### config.mk
export PLATFORM = sky130hd
export DESIGN_NAME = tlc5955_frame_loader
export DESIGN_NICKNAME = d
export VERILOG_FILES = /design/src/rtl/tlc5955_pkg.sv /design/src/rtl/tlc5955_frame_loader.sv
export SDC_FILE = /design/constraint.sdc
export NUM_CORES = 1
export LEC_CHECK = 0
export CAP_MARGIN = 20
export CORE_UTILIZATION = 55
export DETAILED_ROUTE_END_ITERATION = 6
export PLACE_DENSITY_LB_ADDON = 0.2
export SETUP_SLACK_MARGIN = 0.1
export SKIP_CTS_REPAIR_TIMING = 1
export SLEW_MARGIN = 30
export SYNTH_ARGS = -nofsm -noshare
export SYNTH_HDL_FRONTEND = slang
export SYNTH_SLANG_ARGS = --single-unit
### constraint.sdc
create_clock -name CLK -period 2.9 [get_ports CLK]
set_input_delay 0.435 -clock CLK [delete_from_list [all_inputs] [get_ports CLK]]
set_output_delay 0.435 -clock CLK [all_outputs]
set_load 0.01 [all_outputs]
### src/rtl/tlc5955_pkg.sv
// tlc5955_pkg
// Types and constants shared by the TLC5955 frame loader.
//   state_t         - frame loader sequencing states
//   TLC_*_LEN       - shifter LEN codes for the three chunk kinds
//   TLC_PACKET_BITS - serial bits per chip (1 header + 48 x 16)
//   chunk_a_data / chunk_b_data - split of a chip's first word around the header bit
package tlc5955_pkg;

    typedef enum logic [2:0] {
        S_IDLE,
        S_RD,
        S_LOAD,
        S_WAIT,
        S_GAP,
        S_LATCH,
        S_FIN
    } state_t;

    localparam logic [4:0] TLC_CHUNK_A_LEN = 5'd2;
    localparam logic [4:0] TLC_CHUNK_B_LEN = 5'd15;
    localparam logic [4:0] TLC_WORD_LEN    = 5'd16;
    localparam int         TLC_PACKET_BITS = 769;

    // The shifter cannot send a lone header bit (LEN=1 gives no DONE), so the
    // header rides with the MSB of the first word, and the remaining 15 bits follow.
    function automatic logic [15:0] chunk_a_data(input logic hdr, input logic [15:0] w);
        return {14'b0, hdr, w[15]};
    endfunction

    function automatic logic [15:0] chunk_b_data(input logic [15:0] w);
        return {1'b0, w[14:0]};
    endfunction

endpackage

### src/rtl/tlc5955_frame_loader.sv
// tlc5955_frame_loader
// Streams one daisy-chain packet (per chip: header bit + CH_PER_CHIP words) from
// the frame RAM into the TLC5955 serial shifter, then pulses LAT.
// Ports:
//   CLK, nRESET          - clock, async active-low reset
//   FRAME_START, HDR     - frame request and header bit (captured together in IDLE)
//   BUSY, FRAME_DONE     - frame in progress / one-cycle end-of-frame pulse
//   RD_ADDR, RD_DATA     - frame RAM read port, 1-cycle read latency
//   TX_START/DATA/LEN    - chunk request to the shifter
//   TX_DONE              - chunk complete from the shifter
//   LAT                  - latch strobe to the chain
module tlc5955_frame_loader
    import tlc5955_pkg::*;
#(
    parameter int N_CHIPS     = 1,
    parameter int CH_PER_CHIP = 48,
    parameter int ADDR_W      = 8,
    parameter int LAT_CYCLES  = 2
) (
    input  logic              CLK,
    input  logic              nRESET,
    input  logic              FRAME_START,
    input  logic              HDR,
    output logic              BUSY,
    output logic              FRAME_DONE,
    output logic [ADDR_W-1:0] RD_ADDR,
    input  logic [15:0]       RD_DATA,
    output logic              TX_START,
    output logic [15:0]       TX_DATA,
    output logic [4:0]        TX_LEN,
    input  logic              TX_DONE,
    output logic              LAT
);

    localparam int CHIP_W = $clog2(N_CHIPS + 1);
    localparam int CH_W   = $clog2(CH_PER_CHIP);
    localparam int LAT_W  = $clog2(LAT_CYCLES + 1);
    localparam logic [CHIP_W-1:0] CHIP_LAST = CHIP_W'(N_CHIPS - 1);
    localparam logic [CH_W-1:0]   CH_LAST   = CH_W'(CH_PER_CHIP - 1);

    function automatic logic [ADDR_W-1:0] word_addr(input logic [CHIP_W-1:0] c,
                                                    input logic [CH_W-1:0]   k);
        return ADDR_W'(c) * ADDR_W'(CH_PER_CHIP) + ADDR_W'(k);
    endfunction

    state_t              state_q, state_d;
    logic                hdr_q, hdr_d;
    logic [CHIP_W-1:0]   chip_q, chip_d;
    logic [CH_W-1:0]     ch_q, ch_d;
    logic [15:0]         word_q, word_d;
    logic                b_pend_q, b_pend_d;
    logic [ADDR_W-1:0]   rd_addr_q, rd_addr_d;
    logic                tx_start_q, tx_start_d;
    logic [15:0]         tx_data_q, tx_data_d;
    logic [4:0]          tx_len_q, tx_len_d;
    logic                lat_q, lat_d;
    logic [LAT_W-1:0]    lat_cnt_q, lat_cnt_d;
    logic                busy_q, busy_d;
    logic                frame_done_q, frame_done_d;

    always_comb begin
        state_d      = state_q;
        hdr_d        = hdr_q;
        chip_d       = chip_q;
        ch_d         = ch_q;
        word_d       = word_q;
        b_pend_d     = b_pend_q;
        rd_addr_d    = rd_addr_q;
        tx_start_d   = 1'b0;
        tx_data_d    = tx_data_q;
        tx_len_d     = tx_len_q;
        lat_d        = lat_q;
        lat_cnt_d    = lat_cnt_q;
        busy_d       = busy_q;
        frame_done_d = 1'b0;

        case (state_q)
            // RD_ADDR is registered on the way into RD so it is already on the
            // bus during RD; the RAM answers during LOAD.
            S_IDLE: begin
                if (FRAME_START) begin
                    hdr_d     = HDR;
                    chip_d    = CHIP_LAST;
                    ch_d      = CH_LAST;
                    busy_d    = 1'b1;
                    rd_addr_d = word_addr(CHIP_LAST, CH_LAST);
                    state_d   = S_RD;
                end
            end
            S_RD: state_d = S_LOAD;
            S_LOAD: begin
                word_d     = RD_DATA;
                tx_start_d = 1'b1;
                if (ch_q == CH_LAST) begin
                    tx_data_d = chunk_a_data(hdr_q, RD_DATA);
                    tx_len_d  = TLC_CHUNK_A_LEN;
                    b_pend_d  = 1'b1;
                end else begin
                    tx_data_d = RD_DATA;
                    tx_len_d  = TLC_WORD_LEN;
                end
                state_d = S_WAIT;
            end
            S_WAIT: begin
                if (TX_DONE) state_d = S_GAP;
            end
            // One idle cycle lets the shifter settle before the next START.
            S_GAP: begin
                if (b_pend_q) begin
                    b_pend_d   = 1'b0;
                    tx_start_d = 1'b1;
                    tx_data_d  = chunk_b_data(word_q);
                    tx_len_d   = TLC_CHUNK_B_LEN;
                    state_d    = S_WAIT;
                end else if (ch_q != '0) begin
                    ch_d      = ch_q - 1'b1;
                    rd_addr_d = word_addr(chip_q, ch_q - 1'b1);
                    state_d   = S_RD;
                end else if (chip_q != '0) begin
                    chip_d    = chip_q - 1'b1;
                    ch_d      = CH_LAST;
                    rd_addr_d = word_addr(chip_q - 1'b1, CH_LAST);
                    state_d   = S_RD;
                end else begin
                    lat_d     = 1'b1;
                    lat_cnt_d = LAT_W'(LAT_CYCLES - 1);
                    state_d   = S_LATCH;
                end
            end
            S_LATCH: begin
                if (lat_cnt_q == '0) begin
                    lat_d        = 1'b0;
                    frame_done_d = 1'b1;
                    state_d      = S_FIN;
                end else begin
                    lat_cnt_d = lat_cnt_q - 1'b1;
                end
            end
            // BUSY stays up through the FRAME_DONE cycle and drops after it.
            S_FIN: begin
                busy_d  = 1'b0;
                state_d = S_IDLE;
            end
            default: state_d = S_IDLE;
        endcase
    end

    always_ff @(posedge CLK or negedge nRESET) begin
        if (!nRESET) begin
            state_q      <= S_IDLE;
            hdr_q        <= 1'b0;
            chip_q       <= '0;
            ch_q         <= '0;
            word_q       <= '0;
            b_pend_q     <= 1'b0;
            rd_addr_q    <= '0;
            tx_start_q   <= 1'b0;
            tx_data_q    <= '0;
            tx_len_q     <= '0;
            lat_q        <= 1'b0;
            lat_cnt_q    <= '0;
            busy_q       <= 1'b0;
            frame_done_q <= 1'b0;
        end else begin
            state_q      <= state_d;
            hdr_q        <= hdr_d;
            chip_q       <= chip_d;
            ch_q         <= ch_d;
            word_q       <= word_d;
            b_pend_q     <= b_pend_d;
            rd_addr_q    <= rd_addr_d;
            tx_start_q   <= tx_start_d;
            tx_data_q    <= tx_data_d;
            tx_len_q     <= tx_len_d;
            lat_q        <= lat_d;
            lat_cnt_q    <= lat_cnt_d;
            busy_q       <= busy_d;
            frame_done_q <= frame_done_d;
        end
    end

    assign BUSY       = busy_q;
    assign FRAME_DONE = frame_done_q;
    assign RD_ADDR    = rd_addr_q;
    assign TX_START   = tx_start_q;
    assign TX_DATA    = tx_data_q;
    assign TX_LEN     = tx_len_q;
    assign LAT        = lat_q;

endmodule
==> impl_results.md <==
* Run status: complete, no violations
* Initial antenna violation count at 0
* Adder-Cell Fraction of Synth Area at 1.40%
* Final net count at 320
* Post-synthesis cell area at about 2700 um2
* Top_reg_cell synth: dfrtp_1
* Die width at ~70 um
* Yosys warning total at 0
* Syn Nets at about 280
* H-tree depth at 2
* Power, Total at 0.00369 W
* Mux contribution to synthesized area at under 10%
* Fin. max-slew vios at 0
* R2R Path End: word_q[2]
* Clock Tree Buf Depth at 2
* Antenna-violating nets left at 0
* Remaining global-route overflow at 0
* CP Class: reg2reg
* Port Buffers at 52
* Vias in the first global route at roughly 1900
* Synth top area cells: dfrtp_1 (51%), mux2_2 (6.3%), o21ai_0 (4.5%), a32oi_1 (3.3%), a31oi_1 (2.8%)
* Setup-failing EPs final at 0
* WP data arrival at between 2000 and 2500 ps
* Layout cells sized above 1 at between 10% and 20%
* Die Span Y at 71.7 um
* Worst Hold Margin at between 200 and 250 ps
* Synth Area in XOR/XNOR at 0%
* Crit start category: flip-flop
* Vias at around 2100
* Reg-to-reg startpoint: state_q[1]
* HP Class: in2async
* Clk sinks at 54
* Placed Area at 3160 um2
* Gr usage total at around 22%
* Cts bufs inserted at 5
* Tcrit/Tclk final at between 60 and 70%
* Unrepaired setup endpoints after global routing: no
* Most common cell in the synthesized netlist: dfrtp_1
* Design area at 3260 um2
* Synth-to-Final Area Change at 21.8%
* Syn avg cell area at between 10 and 15 um2
* Largest net degree at the start of global routing at 55
* Post-Syn Instances at 255
* Synth Area in Simple Gates at approximately 15%
* Compound-cell area share of the yosys netlist at around a fifth
* Async S/R FF share, synth at 100%
* Largest family of logic cells by synthesized area: compound AO/OA/AOI/OAI gates
* Fmax at 499 MHz
* Synth top cells by count: dfrtp_1 (54), o21ai_0 (24), mux2_2 (15)
* Total negative slack at 0 ps
* CTS root buffer: clkbuf_8
* Post-synth top area cell: dfrtp_1
* Routed len/inst at 15.1 um
* Crit-path max FO at 30
* Maximum vdd drop at approximately 0.57 mV
* FF-to-FF setup slack at about 900 ps
* Cell row count at 25
* Clock slew at reported path FFs at around 100 ps
* Crit. End Element: flip-flop
* Worst slew pin tran at 726 ps
* Via density at 5.86
* Final Hold Fails at 0
* Initial core utilization at between 50% and 60%
* CP required at 3090 ps
* DRC Markers at 0
* Number of I/O pins at 54
* Unique masters post-synth at between 40 and 50
* CTS tree: yes
* Routed wire length at 5310 um
* Post-DP HPWL at around 3600 um
* Post-synth top area share at between 50% and 60%
* First-pass GRT wire length at slightly below 9000 um
* FF+latch count, synth at 54
* Slew HR at ~52%
* Post-synthesis sequential area ratio at roughly half
* Core area at around 4700 um2
* Post-synth EDFFs at 0
* Post-layout minimum cycle time at 2000 ps
* Static leakage at roughly 1.4 nW
* Initial DRT Pass Iterations at 4
* Die ar. at a little over 5000 um2
* Final Skew at between 7 and 8 ps
* GPL Wtd Cong at 0.848
* Max-Cap Viols at 0
* Initial drt markers at roughly 110
* P per Cell Area at around 1100 nW/um2
* Ant. Diodes at 0
* Reg2reg path depth at 4
* Clk_lat worst skew at 310 ps
-- per-layer routing --
metal / global-route usage, % / wire length (um) / up-vias
li1: - / - / 994
met1: 30.5 / 2460 / 996
met2: 36.2 / 2550 / 61
met3: 4.64 / 238 / 7
met4: 6.54 / 60 / 0
met5: 0 / 0 / -
-- how the worst max path moves through the flow --
stage                     slack (ps)   endpoint  cells after the start       start
final                            900  word_q[2]                      4  state_q[1]
after global routing             770  word_q[2]                      4  state_q[1]
after CTS                        910  word_q[2]                      4  state_q[1]
after detailed placement         940  word_q[2]                      4  state_q[1]
after global placement           980  word_q[8]                      4  state_q[1]
after floorplan                 1200    ch_q[2]                      6     ch_q[0]
-- kinds of logic (layout without fill, tap and decap cells) --
| kind of cell | Yosys count | count (layout) |
|---|---|---|
| muxes | 17 | 17 |
| and+or+nand+nor | 70 | 70 |
| DFF | 54 | 54 |
| other | 1 | 1 |
| buffers and inverters | 32 | 74 |
| adders and majority gates | 3 | 3 |
| AOI/OAI and AO/OA | 78 | 78 |
-- power by group --
group | internal (W) | switching, W
clock network | 0.000197 | 0.000249
logic | 0.000906 | 0.000906
registers | 0.00110 | 0.000332
total | 0.00220 | 0.00149
-- layout make-up --
type | count | area, um2
Fill cell | 359 | 1440
Tap cell | 54 | 67.6
Clock inverter | 2 | 17.5
Inverter | 11 | 41.3
Multi-Input combinational cell | 169 | 1160
Timing Repair Buffer | 55 | 538
Clock buffer | 6 | 82.6
Sequential cell | 54 | 1350
-- through the flow --
step / instances / utilization [%] / worst slack [ps]
floorplan: 255 / - / 1200
global placement: 343 / 67.3 / 980
detailed placement: 343 / 67.3 / 944
CTS: 351 / 69.4 / 905
global route: 351 / 69.4 / 774
finish: 351 / 69.4 / 896
-- critical path, stage by stage (launching register included) --
cell and delay, ps:
dfrtp_1 820, nand2b_1 220, nor2_2 130, buf_4 330, mux2_2 390
-- sequential cells by signal, summed over array words and instances, names as in the netlist, 2 cells and up --
register,flops
ch_q,6
TX_LEN,3
RD_ADDR,3
word_q,15
state_q,3
TX_DATA,16
lat_cnt_q,2
-- layout by cell type (no fill, tap or decap), types with 5 or more instances in the layout --
cell type,count
nor2b_1,12
nand2_1,12
clkbuf_8,6
a31oi_1,12
a32oi_1,10
nor3_1,7
clkdlybuf4s50_1,51
mux2_2,15
nand3_1,6
o21ai_0,24
nand2b_1,6
nor2_1,11
a22oi_1,5
inv_1,11
dfrtp_1,54
a21oi_1,8
Power figures use the tool's default switching activity.
